[src/rtl/ps2_key_controller.sv]
// PS/2 set-2 scancode decoder for the game controls: tracks held keys,
// generates DAS/ARR auto-repeat and queues commands in a FWFT FIFO.
module ps2_key_controller #(
  parameter int unsigned DAS_CYCLES = 17000000,
  parameter int unsigned ARR_CYCLES = 5000000,
  parameter int unsigned FIFO_DEPTH = 4
) (
  input  logic       clk,
  input  logic       rst,
  input  logic [7:0] data,
  input  logic       valid,
  output logic [2:0] cmd,
  output logic       cmd_valid,
  input  logic       cmd_ready,
  output logic [5:0] held,
  output logic       overflow
);

  localparam int unsigned AW = (FIFO_DEPTH > 1) ? $clog2(FIFO_DEPTH) : 1;
  localparam logic [AW:0] FULL_CNT = (AW+1)'(FIFO_DEPTH);
  localparam logic [31:0] DAS_LOAD = 32'(DAS_CYCLES - 1);
  localparam logic [31:0] ARR_LOAD = 32'(ARR_CYCLES - 1);

  typedef enum logic [1:0] {S_IDLE, S_EXT, S_BRK, S_EXT_BRK} dec_state_e;

  dec_state_e  state_q, state_d;
  logic [5:0]  held_q;
  logic        ovf_q;
  logic        slot_v_q;
  logic [2:0]  slot_q;
  logic [31:0] rcnt_q;
  logic        pend_q, pend_d;
  logic [2:0]  pend_cmd_q, pend_cmd_d;
  logic [2:0]  mem_q [FIFO_DEPTH];
  logic [AW-1:0] wptr_q, rptr_q;
  logic [AW:0] count_q;

  logic       make_ev, brk_ev;
  logic [2:0] ev_cmd;
  logic [3:0] std_m, ext_m;
  logic       make_new, repeatable, slot_brk, tick;
  logic       wr_en, rd_en, do_wr, full;
  logic [2:0] wr_cmd;

  // {hit, command} for a non-extended scancode
  function automatic logic [3:0] map_std(input logic [7:0] b);
    case (b)
      8'h1C:   return {1'b1, 3'd0};
      8'h23:   return {1'b1, 3'd1};
      8'h1D:   return {1'b1, 3'd2};
      8'h1B:   return {1'b1, 3'd3};
      8'h29:   return {1'b1, 3'd4};
      8'h4D:   return {1'b1, 3'd5};
      default: return '0;
    endcase
  endfunction

  // {hit, command} for an E0-prefixed scancode
  function automatic logic [3:0] map_ext(input logic [7:0] b);
    case (b)
      8'h6B:   return {1'b1, 3'd0};
      8'h74:   return {1'b1, 3'd1};
      8'h75:   return {1'b1, 3'd2};
      8'h72:   return {1'b1, 3'd3};
      default: return '0;
    endcase
  endfunction

  // Byte-stream decode: next prefix state and make/break event
  always_comb begin
    state_d = state_q;
    make_ev = 1'b0;
    brk_ev  = 1'b0;
    ev_cmd  = '0;
    std_m   = map_std(data);
    ext_m   = map_ext(data);
    if (valid) begin
      case (state_q)
        S_IDLE: begin
          if (data == 8'hE0)      state_d = S_EXT;
          else if (data == 8'hF0) state_d = S_BRK;
          else if (std_m[3]) begin
            make_ev = 1'b1;
            ev_cmd  = std_m[2:0];
          end
        end
        S_EXT: begin
          state_d = S_IDLE;
          if (data == 8'hF0) state_d = S_EXT_BRK;
          else if (ext_m[3]) begin
            make_ev = 1'b1;
            ev_cmd  = ext_m[2:0];
          end
        end
        S_BRK: begin
          state_d = S_IDLE;
          if (std_m[3]) begin
            brk_ev = 1'b1;
            ev_cmd = std_m[2:0];
          end
        end
        default: begin
          state_d = S_IDLE;
          if (ext_m[3]) begin
            brk_ev = 1'b1;
            ev_cmd = ext_m[2:0];
          end
        end
      endcase
    end
  end

  assign make_new   = make_ev && !held_q[ev_cmd];
  assign repeatable = (ev_cmd == 3'd0) || (ev_cmd == 3'd1) || (ev_cmd == 3'd3);
  assign slot_brk   = brk_ev && slot_v_q && (slot_q == ev_cmd);
  // A tick in the same cycle as the slot key's release is discarded
  assign tick       = slot_v_q && (rcnt_q == '0) && !slot_brk;

  // Enqueue arbitration: make first, a colliding tick waits one cycle
  always_comb begin
    wr_en      = 1'b0;
    wr_cmd     = '0;
    pend_d     = pend_q;
    pend_cmd_d = pend_cmd_q;
    if (make_new) begin
      wr_en  = 1'b1;
      wr_cmd = ev_cmd;
      if (tick) begin
        pend_d     = 1'b1;
        pend_cmd_d = slot_q;
      end
    end else if (pend_q) begin
      wr_en      = 1'b1;
      wr_cmd     = pend_cmd_q;
      pend_d     = tick;
      if (tick) pend_cmd_d = slot_q;
    end else if (tick) begin
      wr_en  = 1'b1;
      wr_cmd = slot_q;
    end
  end

  assign cmd_valid = (count_q != '0);
  assign full      = (count_q == FULL_CNT);
  assign rd_en     = cmd_valid && cmd_ready;
  assign do_wr     = wr_en && (!full || rd_en);
  assign cmd       = cmd_valid ? mem_q[rptr_q] : '0;
  assign held      = held_q;
  assign overflow  = ovf_q;

  // Decoder prefix state register
  always_ff @(posedge clk) begin
    if (rst) state_q <= S_IDLE;
    else     state_q <= state_d;
  end

  // Held-key bits and the auto-repeat slot/counter
  always_ff @(posedge clk) begin
    if (rst) begin
      held_q   <= '0;
      slot_v_q <= 1'b0;
      slot_q   <= '0;
      rcnt_q   <= '0;
    end else begin
      if (make_new) held_q[ev_cmd] <= 1'b1;
      if (brk_ev)   held_q[ev_cmd] <= 1'b0;
      if (make_new && repeatable) begin
        slot_v_q <= 1'b1;
        slot_q   <= ev_cmd;
        rcnt_q   <= DAS_LOAD;
      end else if (slot_brk) begin
        slot_v_q <= 1'b0;
        rcnt_q   <= '0;
      end else if (slot_v_q) begin
        rcnt_q <= (rcnt_q == '0) ? ARR_LOAD : rcnt_q - 32'd1;
      end
    end
  end

  // One-deep pending repeat
  always_ff @(posedge clk) begin
    if (rst) begin
      pend_q     <= 1'b0;
      pend_cmd_q <= '0;
    end else begin
      pend_q     <= pend_d;
      pend_cmd_q <= pend_cmd_d;
    end
  end

  // Command FIFO storage, pointers and sticky overflow
  always_ff @(posedge clk) begin
    if (rst) begin
      for (int unsigned i = 0; i < FIFO_DEPTH; i++) mem_q[i] <= '0;
      wptr_q  <= '0;
      rptr_q  <= '0;
      count_q <= '0;
      ovf_q   <= 1'b0;
    end else begin
      if (do_wr) begin
        mem_q[wptr_q] <= wr_cmd;
        wptr_q        <= wptr_q + AW'(1);
      end
      if (rd_en) rptr_q <= rptr_q + AW'(1);
      case ({do_wr, rd_en})
        2'b10:   count_q <= count_q + (AW+1)'(1);
        2'b01:   count_q <= count_q - (AW+1)'(1);
        default: count_q <= count_q;
      endcase
      if (wr_en && full && !rd_en) ovf_q <= 1'b1;
    end
  end

endmodule

[config.mk]
export PLATFORM = sky130hd
export DESIGN_NAME = ps2_key_controller
export DESIGN_NICKNAME = d
export VERILOG_FILES = /design/src/rtl/ps2_key_controller.sv
export SDC_FILE = /design/constraint.sdc
export NUM_CORES = 1
export LEC_CHECK = 0
export ABC_AREA = 1
export CAP_MARGIN = 20
export CORE_ASPECT_RATIO = 0.6
export CORE_MARGIN = 2
export CORE_UTILIZATION = 29
export DETAILED_ROUTE_END_ITERATION = 8
export SYNTH_ARGS = -nofsm -noshare
export SYNTH_HDL_FRONTEND = slang
export SYNTH_SLANG_ARGS = --single-unit
export TNS_END_PERCENT = 50
[constraint.sdc]
create_clock -name clk -period 3.4 [get_ports clk]
set_input_delay 0.34 -clock clk [delete_from_list [all_inputs] [get_ports clk]]
set_output_delay 0.34 -clock clk [all_outputs]
set_load 0.005 [all_outputs]
### After elaboration in Yosys (flattened, before gate mapping)

Memories as Yosys holds them, arrays and structs flattened. A register that Yosys moved wholly into a read port is not among the register bits.
Cells that the tools add are included.

* bits in writable memories: 12
* memories kept: 1
* flip-flop bits (word level): 56
* word-level logic and storage cells: 134

* order comparisons: 2
* bitwise gates (word level): 3
* muxes and demuxes: 59
* eq/ne operators: 22
* reductions and logical operators: 30
* $add $sub $neg: 5

Memories
* mem_q: depth 4, width 3, read ports 1, clocked after Yosys merged registers in 1, wr ports 4, line 34 `logic [2:0] mem_q [FIFO_DEPTH];`

Operators with widths (number)
* 25-bit 2-to-1 mux: 3
* 3-bit 2-to-1 mux: 14
* 8-bit by 7-bit equality test with 1-bit output (second input constant): 5
* 32-bit zero test: 1
* 32-bit 2-to-1 mux: 1
* 32-bit by 1-bit subtractor with 32-bit output (second input constant): 1
* 8-bit by 5-bit equality test with 1-bit output (second input constant): 3
* 4-bit case mux with 6 select lines: 1
* 1-bit 2-to-1 mux: 23
* 6-bit 2-to-1 mux: 3
* 8-bit by 6-bit equality test with 1-bit output (second input constant): 2
* 8-bit equality test (second input constant): 2
* 4-bit case mux with 4 select lines: 1
* 2-bit 2-to-1 mux: 6
* 1-bit logical AND: 11
* 3-bit case mux with 3 select lines: 1
* 6-bit AND: 1
* 6-bit inverter: 1
* 6-bit OR: 1
* 3-bit case mux with 2 select lines: 1
* 2-bit nonzero test: 3
* 3-bit nonzero test: 2
* 3-bit OR reduction: 2
* 2-bit by 1-bit adder with 2-bit output (second input constant): 2
* other kinds (22): 30

### Logic depth before layout (Yosys ltp)

Gate-level depths: netlist of the first run.

* depth after elaboration: 20
* depth in mapped cells: 25

### Worst setup path after synthesis of the first run

Ideal clock, no wire load.

* path type: input port to flip-flop
* start point: input data[7]
* end point: register count_q[2]
* data required time: 3285 ps
* library setup time: 115 ps
* stages: 21
* data arrival time: 2490 ps
* buffers on the path: 0
* slack: 795 ps
* cell sequence: inv_1 > nand2_1 > nor2_2 > nand3_1 > nand3_1 > nand2_1 > nand2_1 > nand2_2 > nand2_2 > nand4_1 > nand2_2 > a21oi_4 > nand2_4 > nand3_2 > nand2_1 > nand2_1 > fa_1 > inv_1 > nand4_1 > a21oi_1 > nor2_1

* longest elaborated chain between the ends: 17
* elaborated cells between the ends (all ways): 47
* those cells by class: 15 x eq/ne; 24 x mux; 8 x reduce/logical

Ends and longest elaborated chain
* start, declared: line 10 `input logic [7:0] data,`
* 8-bit by 7-bit equality test with 1-bit output, or another cell as far along: line 47 `case (b)`
* 4-bit case mux with 6 select lines: line 47
* 3-bit 2-to-1 mux: line 82, 97
* 3-bit 2-to-1 mux: line 81 `else if (data == 8'hF0) state_d = S_BRK;`
* 3-bit 2-to-1 mux: line 80 `if (data == 8'hE0) state_d = S_EXT;`
* 3-bit case mux with 3 select lines: line 78 `case (state_q)`
* 3-bit 2-to-1 mux: line 77 `if (valid) begin`
* 3-bit equality test: line 115 `assign slot_brk = brk_ev && slot_v_q && (slot_q == ev_cmd);`
* 1-bit logical AND: line 115
* 1-bit zero test: line 117 `assign tick = slot_v_q && (rcnt_q == '0) && !slot_brk;`
* 1-bit logical AND: line 117
* 1-bit 2-to-1 mux: line 137 `end else if (tick) begin`
* 1-bit 2-to-1 mux: line 132 `end else if (pend_q) begin`
* 1-bit 2-to-1 mux (*): line 125 `if (make_new) begin`
* 1-bit logical AND (*): line 146 `assign do_wr = wr_en && (!full || rd_en);`
* 2-bit by 1-bit equality test with 1-bit output or 2-bit equality test (tied branches): line 205 `case ({do_wr, rd_en})`
* 3-bit case mux with 2 select lines or 2-bit nonzero test (tied branches)
* end signal, assigned: line 206 `2'b10: count_q <= count_q + (AW+1)'(1);`
* end signal, assigned: line 207 `2'b01: count_q <= count_q - (AW+1)'(1);`
* end signal, assigned: line 208 `default: count_q <= count_q;`
* end, declared: line 36 `logic [AW:0] count_q;`

Mark *: on every way between the ends. The rest lies on a longest branch, timed or not. The select of a mux whose other input is x is not followed.
A chain may end at the register's enable or synchronous reset.

### Worst setup path after layout of the first run

* start point: input data[0]
* end point: register count_q[2]

Same word-level chain as after synthesis.

==> results of run 1 <==
==> area by class of cell <==
class / instances / area, sq um / share of cell area
flip-flops and latches: 70 / 1520 / 0.295
clock buffers: 16 / 292 / 0.0564
multi-input cells: 444 / 2350 / 0.455
well taps: 198 / 248 / 0.0480
inverters: 94 / 355 / 0.0688
repair buffers: 46 / 400 / 0.0775
==> worst register-to-register path, cell delays in order, from the launching register on <==
cell and delay, ns:
sky130_fd_sc_hd__dfxtp_1 0.41, sky130_fd_sc_hd__inv_1 0.11, sky130_fd_sc_hd__nor2_1 0.25, sky130_fd_sc_hd__inv_1 0.12, sky130_fd_sc_hd__nand2_4 0.11, sky130_fd_sc_hd__nand2_1 0.06
sky130_fd_sc_hd__o21ai_2 0.11, sky130_fd_sc_hd__nand2_4 0.11, sky130_fd_sc_hd__nand2_1 0.10, sky130_fd_sc_hd__inv_1 0.05, sky130_fd_sc_hd__nor2_1 0.09, sky130_fd_sc_hd__nand3_1 0.12
sky130_fd_sc_hd__nand3_2 0.10, sky130_fd_sc_hd__nand3_2 0.12, sky130_fd_sc_hd__nand2_1 0.11, sky130_fd_sc_hd__nand2_1 0.09, sky130_fd_sc_hd__fa_1 0.41, sky130_fd_sc_hd__inv_1 0.07
sky130_fd_sc_hd__nand4_1 0.11, sky130_fd_sc_hd__a21oi_1 0.16, sky130_fd_sc_hd__nor2_1 0.06
==> logic make-up after synthesis <==
| kind of cell | after synthesis | share of synthesized area |
|---|---|---|
| buffers and inverters | 105 | 0.0973 |
| XOR/XNOR | 25 | 0.0511 |
| AND/OR/NAND/NOR | 321 | 0.351 |
| AO/OA/AOI/OAI | 96 | 0.138 |
| adder cells (fa/ha/maj) | 2 | 0.00760 |
| flip-flops | 70 | 0.355 |
==> stage by stage <==
stage               total power, uW  setup WS, ns
floorplan                      1290         0.795
global placement               1490        0.0397
detailed placement             1490        0.0107
CTS                            2410         0.348
global route                   2540       0.00758
finish                         2380         0.281
==> power groups by stage <==
stage / registers (uW) / logic, uW / clock network, uW
after floorplan: 933 / 362 / 0
after global placement: 943 / 544 / 0
after detailed placement: 943 / 551 / 0
after CTS: 926 / 555 / 930
after global routing: 933 / 634 / 973
final: 926 / 556 / 902
==> sequential cells by signal (all words and copies together) (netlist names), named ones only <==
| signal | count |
|---|---|
| rcnt_q | 32 |
| mem_q | 12 |
| held | 6 |
| count_q | 3 |
| pend_cmd_q | 3 |
| slot_q | 3 |
| rptr_q | 2 |
| state_q | 2 |
| wptr_q | 2 |
| overflow | 1 |
| pend_q | 1 |
| slot_v_q | 1 |
==> final timing paths <==
| kind | depth (start not counted) | slack, ns | from | to |
|---|---|---|---|---|
| worst min register to register | 2 | 0.45 | pend_cmd_q[1] | pend_cmd_q[1] |
| worst min-delay path | 2 | 0.45 | pend_cmd_q[1] | pend_cmd_q[1] |
| worst max register to register | 20 | 0.41 | state_q[1] | count_q[2] |
| worst max-delay path | 21 | 0.28 | data[0] | count_q[2] |
==> synthesized netlist by cell type <==
| master | n | area [sq um] |
|---|---|---|
| sky130_fd_sc_hd__fa_1 | 1 | 20.0 |
| sky130_fd_sc_hd__nor2_4 | 2 | 22.5 |
| sky130_fd_sc_hd__a21oi_2 | 1 | 8.76 |
| sky130_fd_sc_hd__nand4_1 | 11 | 68.8 |
| sky130_fd_sc_hd__or2_2 | 1 | 6.26 |
| sky130_fd_sc_hd__o211ai_1 | 3 | 22.5 |
| sky130_fd_sc_hd__buf_1 | 2 | 7.51 |
| sky130_fd_sc_hd__a21oi_4 | 1 | 16.3 |
| sky130_fd_sc_hd__inv_2 | 3 | 11.3 |
| sky130_fd_sc_hd__o21ai_2 | 11 | 96.3 |
| sky130_fd_sc_hd__nand2_1 | 104 | 390 |
| sky130_fd_sc_hd__nand2_4 | 3 | 33.8 |
| sky130_fd_sc_hd__nand2_2 | 9 | 56.3 |
| sky130_fd_sc_hd__nand3_4 | 1 | 17.5 |
| sky130_fd_sc_hd__nor2_1 | 105 | 394 |
| sky130_fd_sc_hd__nor3_2 | 8 | 80.1 |
| sky130_fd_sc_hd__nor4_1 | 4 | 25.0 |
| sky130_fd_sc_hd__a31oi_1 | 3 | 18.8 |
| sky130_fd_sc_hd__xor2_1 | 16 | 140 |
| sky130_fd_sc_hd__o21ai_1 | 1 | 5.00 |
| sky130_fd_sc_hd__nor2_2 | 6 | 37.5 |
| sky130_fd_sc_hd__a21oi_1 | 24 | 120 |
| sky130_fd_sc_hd__o31ai_1 | 4 | 30.0 |
| sky130_fd_sc_hd__a211oi_1 | 1 | 7.51 |
| sky130_fd_sc_hd__xnor2_1 | 9 | 78.8 |
| sky130_fd_sc_hd__o21ai_0 | 36 | 180 |
| sky130_fd_sc_hd__clkbuf_1 | 3 | 11.3 |
| sky130_fd_sc_hd__dfxtp_1 | 58 | 1160 |
| sky130_fd_sc_hd__nor3_1 | 24 | 120 |
| sky130_fd_sc_hd__nand3_1 | 36 | 180 |
| sky130_fd_sc_hd__a221oi_1 | 3 | 26.3 |
| sky130_fd_sc_hd__edfxtp_1 | 12 | 360 |
| sky130_fd_sc_hd__buf_6 | 2 | 22.5 |
| sky130_fd_sc_hd__a311oi_1 | 1 | 8.76 |
| sky130_fd_sc_hd__ha_1 | 1 | 12.5 |
| sky130_fd_sc_hd__inv_4 | 1 | 6.26 |
| sky130_fd_sc_hd__buf_2 | 4 | 20.0 |
| sky130_fd_sc_hd__o21bai_2 | 1 | 11.3 |
| sky130_fd_sc_hd__o22ai_1 | 6 | 37.5 |
| sky130_fd_sc_hd__inv_1 | 90 | 338 |
| sky130_fd_sc_hd__nand3_2 | 7 | 70.1 |
==> layer usage <==
layer	vias to the layer above	GRT usage	wire length, um
li1	2104	-	-
met3	8	0.0476	936
met2	127	0.180	3840
met5	-	0	0
met4	0	0.0371	93
met1	1757	0.233	6050
==> results.tsv, run 1 <==
metric	value	unit
run_status	completed	
synth.yosys.seq_area_share	0.355	
dp.cells	852	
layout.core_utilization	0.357	
critPathBufInv	2	
grt_start_max_net_pins	33	
p_clk_frac	0.378	
synth.yosys.warnings	0	
drc	0	
ctsHoldBuffers	0	
timing.critical_path.fanout_max	5	
grt_setup_unrepaired	false	
hpwlAfterDp	8380	um
cells_after_synth	619	
proportion_of_power_drawn_by_flip_flops_and_latches	0.388	
timing_worst_setup_path_type	in2reg	
switchingPower	704	uW
power_leakage	0.00228	uW
areaGrowthSynthToFinish	20.6	%
cp_common_cell	sky130_fd_sc_hd__nand2_1	
layout_min_cycle_time	3.12	ns
finalWirelength	10900	um
timing.final.hold_violations	0	
grt_pass1_wl	18400	um
antenna_found_initial	0	
io-pin-count	23	
cap_viol_max_count	0	
mostFrequentLayoutCells	104 x sky130_fd_sc_hd__nand2_1, 103 x sky130_fd_sc_hd__nor2_1, 90 x sky130_fd_sc_hd__inv_1	
vias	3996	
maximum_vdd_drop	0.000207	V
power_switching_share	0.295	
arrival	3.34	ns
htree_num_levels	3	
final_min_period_over_clock_period	0.917	
setup_viol_count_final	0	
drt-wirelength-per-cell	12.6	um
drt_iter0_markers	295	
crit_family	simple AND/OR/NAND/NOR gates	
initial_cell_density_of_the_core	0.296	
finish.net_count	679	
coreArea	14500	sq um
power_density	461	nW/um^2
clock.fmax	321	MHz
cts.clk_slew.worst_paths	0.05	ns
port-buffer-count	22	
detail_route.first_pass.iterations	5	
hold_class	reg2reg	
fillCellCount	1572	
routabilityCongestion	0.932	
synth_fp_nets	633	
antenna_cells	0	
critical_path_required	3.62	ns
critical_path.cell_chain	clkdlybuf4s50_1 > nand2_1 > nor2_1 > nand2_1 > nand2_1 > nor2_1 > nand3_1 > nand2_1 > o21ai_2 > nand2_1 > nor2_1 > nand3_1 > nand3_2 > nand3_2 > nand2_1 > nand2_1 > fa_1 > inv_1 > nand4_1 > a21oi_1 > nor2_1	
cts_tree	yes	
cell_internal_pwr	1680	uW
placed_area	4870	sq um
die-width	161	um
grt_use_total	0.146	
most_common_cell_after_layout_fill_and_taps_aside	sky130_fd_sc_hd__nand2_1	
root_buffer_cell	sky130_fd_sc_hd__clkbuf_16	
stdcell_count	868	
drive_gt1_frac	0.140	
synth_cell_type_count	41	
share_of_total_power_in_combinational_logic	0.233	
max_slew.worst_pin.slew	0.471	ns
cts-buffers-inserted	9	
postSynthAreaPerCell	6.92	sq um
yosys_register_bits	70	
floorplan.rows	34	
drv_slew	0	
die-height	98.1	um
overall_overflow_remaining_after_global_route	0	
timing.setup.tns	0	ns
startpoint_type	input port	
cts_num_sinks	70	
skew	0.00856	ns
grt_pass1_vias	3656	
postRouteAntennaNets	0	
vias_per_cell	4.60	
cts_resized	0	
critical_path.endpoint_type	register	
fp.dieArea	15800	sq um
syn_area	4280	sq um
cts.path.max_buffers	2	
design_area	5160	sq um
maxSlewHeadroom	0.685	
final.hold.worst_slack	0.455	ns
timing.critical_path.slowest_cell_delay	0.57	ns
critical_path.slowest_cell	sky130_fd_sc_hd__clkdlybuf4s50_1	
post-cts-setup-buffer-count	0	
clk-insertion-delay-late	0.33	ns
No activity file was read; power rests on OpenSTA's default activity.
==> run 2, diff against run 1 <==
==> constraint.sdc (replaced) <==
create_clock -name clk -period 3.6 [get_ports clk]
set_input_delay 0.36 -clock clk [delete_from_list [all_inputs] [get_ports clk]]
set_output_delay 0.36 -clock clk [all_outputs]
set_load 0.005 [all_outputs]
==> results.tsv, run 2 (synthesized netlist as in run 1, its figures left out) <==
metric	value	unit
hold_class	reg2reg	
critical_path.endpoint_type	register	
grt_start_max_net_pins	33	
timing.critical_path.fanout_max	4	
power_density	453	nW/um^2
drt_iter0_markers	355	
die-width	161	um
coreArea	14500	sq um
timing_worst_setup_path_type	in2reg	
cts_resized	0	
grt_setup_unrepaired	false	
drt-wirelength-per-cell	12.3	um
skew	0.00743	ns
startpoint_type	input port	
vias_per_cell	4.62	
stdcell_count	856	
design_area	5100	sq um
htree_num_levels	3	
die-height	98.1	um
port-buffer-count	22	
registers.top_by_ff_count	rcnt_q	
detail_route.first_pass.iterations	7	
antenna_found_initial	0	
timing.final.ws_setup	0.402	ns
cts-buffers-inserted	9	
layout_min_cycle_time	3.20	ns
ctsHoldBuffers	0	
io-pin-count	23	
flip_flop_count_of_the_largest_register_all_copies_and_words_added	32	
timing.critical_path.slowest_cell_delay	0.45	ns
initial_cell_density_of_the_core	0.296	
cap_viol_max_count	0	
drv_slew	0	
overall_overflow_remaining_after_global_route	0	
floorplan.rows	34	
finish.net_count	667	
maximum_vdd_drop	0.000191	V
dp.cells	840	
cts_tree	yes	
mostFrequentLayoutCells	105 x sky130_fd_sc_hd__nor2_1, 104 x sky130_fd_sc_hd__nand2_1, 90 x sky130_fd_sc_hd__inv_1	
hpwlAfterDp	8080	um
post-cts-setup-buffer-count	0	
timing.final.hold_violations	0	
routabilityCongestion	0.904	
critical_path.cell_chain	clkdlybuf4s50_1 > inv_1 > nand2_1 > nor2_1 > inv_1 > nor2_2 > nor2_1 > nand3_1 > nand2_1 > o21ai_2 > nand2_1 > nor2_1 > nand3_1 > nand3_2 > nand3_2 > nand2_1 > nand2_1 > fa_1 > inv_1 > nand4_1 > a21oi_1 > nor2_1	
reg2reg_depth	20	
areaGrowthSynthToFinish	19.0	%
most_common_cell_after_layout_fill_and_taps_aside	sky130_fd_sc_hd__nor2_1	
setup_viol_count_final	0	
min_delay_path_depth	2	
final_min_period_over_clock_period	0.888	
timing.setup.tns	0	ns
maxSlewHeadroom	0.674	
sequential_cell_area	1520	sq um
clock.fmax	313	MHz
run_status	completed	
critical_path.slowest_cell	sky130_fd_sc_hd__clkdlybuf4s50_1	
placed_area	4780	sq um
antenna_cells	0	
pre_cts_ws	0.109	ns
postRouteAntennaNets	0	
cts_num_sinks	70	
finalWirelength	10600	um
critical_path_required	3.83	ns
cp_common_cell	sky130_fd_sc_hd__nand2_1	
power_leakage	0.00223	uW
multi_input_comb_area	2340	sq um
cts.path.max_buffers	2	
arrival	3.43	ns
clk-insertion-delay-late	0.34	ns
vias	3956	
drc	0	
cts.clk_slew.worst_paths	0.06	ns
grt_pass1_vias	3579	
root_buffer_cell	sky130_fd_sc_hd__clkbuf_16	
grt_pass1_wl	18000	um
max_slew.worst_pin.slew	0.487	ns
fillCellCount	1538	
drive_gt1_frac	0.126	
fp.dieArea	15800	sq um
grt_use_total	0.143	
==> run 2: metal layers <==
metal / share of wire / routed length, um / GRT usage
met5: 0 / 0 / 0
met4: 0.011 / 117 / 0.0453
met3: 0.077 / 815 / 0.0438
met2: 0.33 / 3490 / 0.167
met1: 0.58 / 6140 / 0.234
==> run 2: worst max-delay path: cells and delay by family <==
| family | cells | cell delay (ns) |
|---|---|---|
| AND/OR/NAND/NOR | 15 | 1.70 |
| buffers and inverters | 4 | 0.69 |
| adder cells (fa/ha/maj) | 1 | 0.42 |
| AO/OA/AOI/OAI | 2 | 0.25 |
==> run 2: area by class of cell <==
class                           instances  area share
Sequential cell                        70       0.299
Clock buffer                           10      0.0491
Tap cell                              198      0.0486
Clock inverter                          6      0.0133
Timing Repair Buffer                   34      0.0609
Inverter                               94      0.0697
Multi-Input combinational cell        444       0.460
==> run 2: stage by stage <==
stage / power (uW) / hold WS (ns) / utilization
2_1_floorplan: 1220 / 0.425 / -
3_3_place_gp: 1390 / 0.445 / 0.330
4_1_cts: 2320 / 0.458 / 0.352
5_1_grt: 2460 / 0.481 / 0.352
3_5_place_dp: 1390 / 0.447 / 0.330
6_report: 2310 / 0.462 / 0.352
==> run 2: power breakdown <==
| group | internal (uW) | total [uW] | switching [uW] |
|---|---|---|---|
| clock network | 580 | 932 | 352 |
| logic | 191 | 500 | 309 |
| registers | 839 | 874 | 35.0 |
| total | 1610 | 2310 | 696 |
==> run 2: worst paths after layout <==
path,startpoint,end,slack (ns)
worst min-delay path,pend_cmd_q[0],pend_cmd_q[0],0.46
worst max register to register,state_q[0],count_q[2],0.62
worst min register to register,pend_cmd_q[0],pend_cmd_q[0],0.46
worst max-delay path,data[5],count_q[2],0.40
==> run 3, diff against run 2 <==
--- a/config.mk
+++ b/config.mk
@@ -5,13 +5,13 @@
 export SDC_FILE = /design/constraint.sdc
 export NUM_CORES = 1
 export LEC_CHECK = 0
-export ABC_AREA = 1
 export CAP_MARGIN = 20
 export CORE_ASPECT_RATIO = 0.6
 export CORE_MARGIN = 2
 export CORE_UTILIZATION = 29
 export DETAILED_ROUTE_END_ITERATION = 8
+export REMOVE_ABC_BUFFERS = 1
 export SYNTH_ARGS = -nofsm -noshare
 export SYNTH_HDL_FRONTEND = slang
 export SYNTH_SLANG_ARGS = --single-unit
-export TNS_END_PERCENT = 50
+export TNS_END_PERCENT = 100
==> results.tsv, run 3 <==
metric	value	unit
drt-wirelength-per-cell	14.6	um
cts.clk_slew.worst_paths	0.05	ns
setup_viol_count_final	0	
cap_viol_max_count	0	
cts-buffers-inserted	9	
skew	0.00554	ns
yosys.cell_count.top_type	sky130_fd_sc_hd__nor2_1	
hold_class	reg2reg	
critical_path.endpoint_type	register	
critical_path.cell_chain	clkdlybuf4s50_1 > or3b_4 > a2111oi_4 > buf_4 > o21a_1 > o21ai_0 > a21oi_1 > o21a_1 > and3_1 > inv_1 > fa_1 > mux2_2 > mux2_1	
vias_per_cell	5.24	
drive_gt1_frac	0.169	
routabilityCongestion	0.944	
power_switching_share	0.250	
htree_num_levels	3	
flip_flop_count_of_the_largest_register_all_copies_and_words_added	32	
share_of_total_power_in_combinational_logic	0.160	
fillCellCount	1292	
cp_common_cell	sky130_fd_sc_hd__o21a_1	
yosys.area.top_type	sky130_fd_sc_hd__dfxtp_1	
arrival	3.64	ns
timing.final.hold_violations	0	
switchingPower	511	uW
grt_pass1_vias	3509	
postRouteAntennaNets	0	
synth_cell_type_count	70	
critPathBufInv	3	
grt_start_max_net_pins	36	
timing_worst_setup_path_type	in2reg	
worst_r2r_endpoint	count_q[2]	
clk-insertion-delay-late	0.33	ns
ctsHoldBuffers	0	
fp.dieArea	14500	sq um
mostFrequentLayoutCells	64 x sky130_fd_sc_hd__nor2_1, 58 x sky130_fd_sc_hd__dfxtp_1, 55 x sky130_fd_sc_hd__buf_4	
overall_overflow_remaining_after_global_route	0	
drv_slew	0	
root_buffer_cell	sky130_fd_sc_hd__clkbuf_16	
maximum_vdd_drop	0.000236	V
finalWirelength	10300	um
synth_async_sr_flop_share	0	
cts_num_sinks	70	
grt_pass1_wl	17500	um
floorplan.rows	32	
yosys_register_bits	70	
layout_min_cycle_time	3.43	ns
power_leakage	0.00183	uW
cts.path.max_buffers	2	
critical_path_required	3.81	ns
maxSlewHeadroom	0.599	
drc	0	
crit_family	compound AO/OA/AOI/OAI gates	
drt_iter0_markers	227	
reg2reg_setup_slack	0.22	ns
proportion_of_power_drawn_by_flip_flops_and_latches	0.416	
hpwlAfterDp	7990	um
io-pin-count	23	
pre_cts_ws	-0.253	ns
post-synth-top-area-fraction	0.295	
clock.fmax	291	MHz
max_slew.worst_pin.slew	0.594	ns
endpoint	count_q[2]	
cp.depth	13	
antenna_cells	0	
startpoint_type	input port	
registers.top_by_ff_count	rcnt_q	
post_synth_main_area_contributors	sky130_fd_sc_hd__dfxtp_1 30%, sky130_fd_sc_hd__edfxtp_1 9.2%, sky130_fd_sc_hd__nor2_1 6.1%	
die-height	94.2	um
cell_internal_pwr	1530	uW
cts_tree	yes	
port-buffer-count	22	
detail_route.first_pass.iterations	5	
final.hold.worst_slack	0.445	ns
grt_use_total	0.154	
p_clk_frac	0.423	
die-width	154	um
syn_area	3930	sq um
initial_cell_density_of_the_core	0.301	
placed_area	4680	sq um
critical_path.slowest_cell	sky130_fd_sc_hd__clkdlybuf4s50_1	
synth.yosys.seq_area_share	0.387	
areaGrowthSynthToFinish	27.5	%
timing.critical_path.fanout_max	6	
postSynthAreaPerCell	8.51	sq um
cp-startpoint	data[5]	
synth_flop_cell	sky130_fd_sc_hd__dfxtp_1	
timing.critical_path.slowest_cell_delay	0.51	ns
coreArea	13100	sq um
antenna_found_initial	0	
design_area	5010	sq um
synth.yosys.warnings	0	
most_common_cell_after_layout_fill_and_taps_aside	sky130_fd_sc_hd__nor2_1	
cells_after_synth	462	
synth-edff-count	12	
reg2reg_depth	14	
vias	3702	
run_status	completed	
final_min_period_over_clock_period	0.953	
timing.setup.tns	0	ns
reg2reg_from	rcnt_q[0]	
finish.net_count	546	
timing.final.ws_setup	0.169	ns
ys_top_cells_by_count	64 x sky130_fd_sc_hd__nor2_1, 58 x sky130_fd_sc_hd__dfxtp_1, 34 x sky130_fd_sc_hd__nand2_1	
power_density	407	nW/um^2
[run 3: power by group through the flow]
stage | logic [uW] | registers [uW] | clock network (uW)
finish | 328 | 850 | 865
global placement | 312 | 865 | 0
detailed placement | 322 | 866 | 0
CTS | 324 | 849 | 891
floorplan | 182 | 859 | 0
global route | 364 | 854 | 936
[run 3: cells by family (layout without fill, tap and decap cells)]
family,count (synthesis),in the layout,share of synthesized area
xor+xnor,24,24,0.0535
simple gates,213,213,0.293
buf+inv,35,110,0.0395
compound gates,108,108,0.183
fa+ha+maj,2,2,0.00827
mux,10,10,0.0360
flops,70,70,0.387
[run 3: worst min path at each step]
| stage | slack, ns | cells after the start | from | end |
|---|---|---|---|---|
| floorplan | 0.43 | 1 | rst | overflow |
| global placement | 0.44 | 2 | overflow | overflow |
| detailed placement | 0.44 | 2 | overflow | overflow |
| CTS | 0.45 | 2 | overflow | overflow |
| global route | 0.47 | 2 | overflow | overflow |
| finish | 0.45 | 2 | overflow | overflow |
[run 3: repair_timing]
item	4_1_cts	5_1_grt
buffers inserted	0	1
gates resized for setup	0	7
setup endpoints to repair	0	5
endpoints found under the hold margin	0	0
[run 3: stage by stage]
stage	utilization	cells	power, uW
CTS	0.381	706	2060
global placement	0.359	690	1180
floorplan	-	444	1040
finish	0.384	707	2040
detailed placement	0.359	690	1190
global route	0.384	707	2150
[run 3: layout make-up]
class	instances	area [sq um]	share of cell area
timing repair buffer	77	641	0.128
clock buffer	11	243	0.0484
clock inverter	5	48.8	0.00973
multi-input combinational	357	2280	0.455
sequential	70	1520	0.303
tap	170	213	0.0424
inverter	17	63.8	0.0127
[run 3: layer usage]
metal / GRT usage / wire length, um / vias up
li1: - / - / 1840
met1: 0.220 / 5370 / 1757
met2: 0.220 / 4230 / 99
met3: 0.0544 / 654 / 6
met4: 0.0340 / 70 / 0
met5: 0 / 0 / -
[run 3: worst register-to-register path: cells and delay by family (launching register included)]
family	cells	cell delay, ns
buffers and inverters	3	0.35
and+or+nand+nor	6	1.35
DFF	1	0.33
muxes	2	0.64
adders and majority gates	2	0.36
AOI/OAI and AO/OA	1	0.23
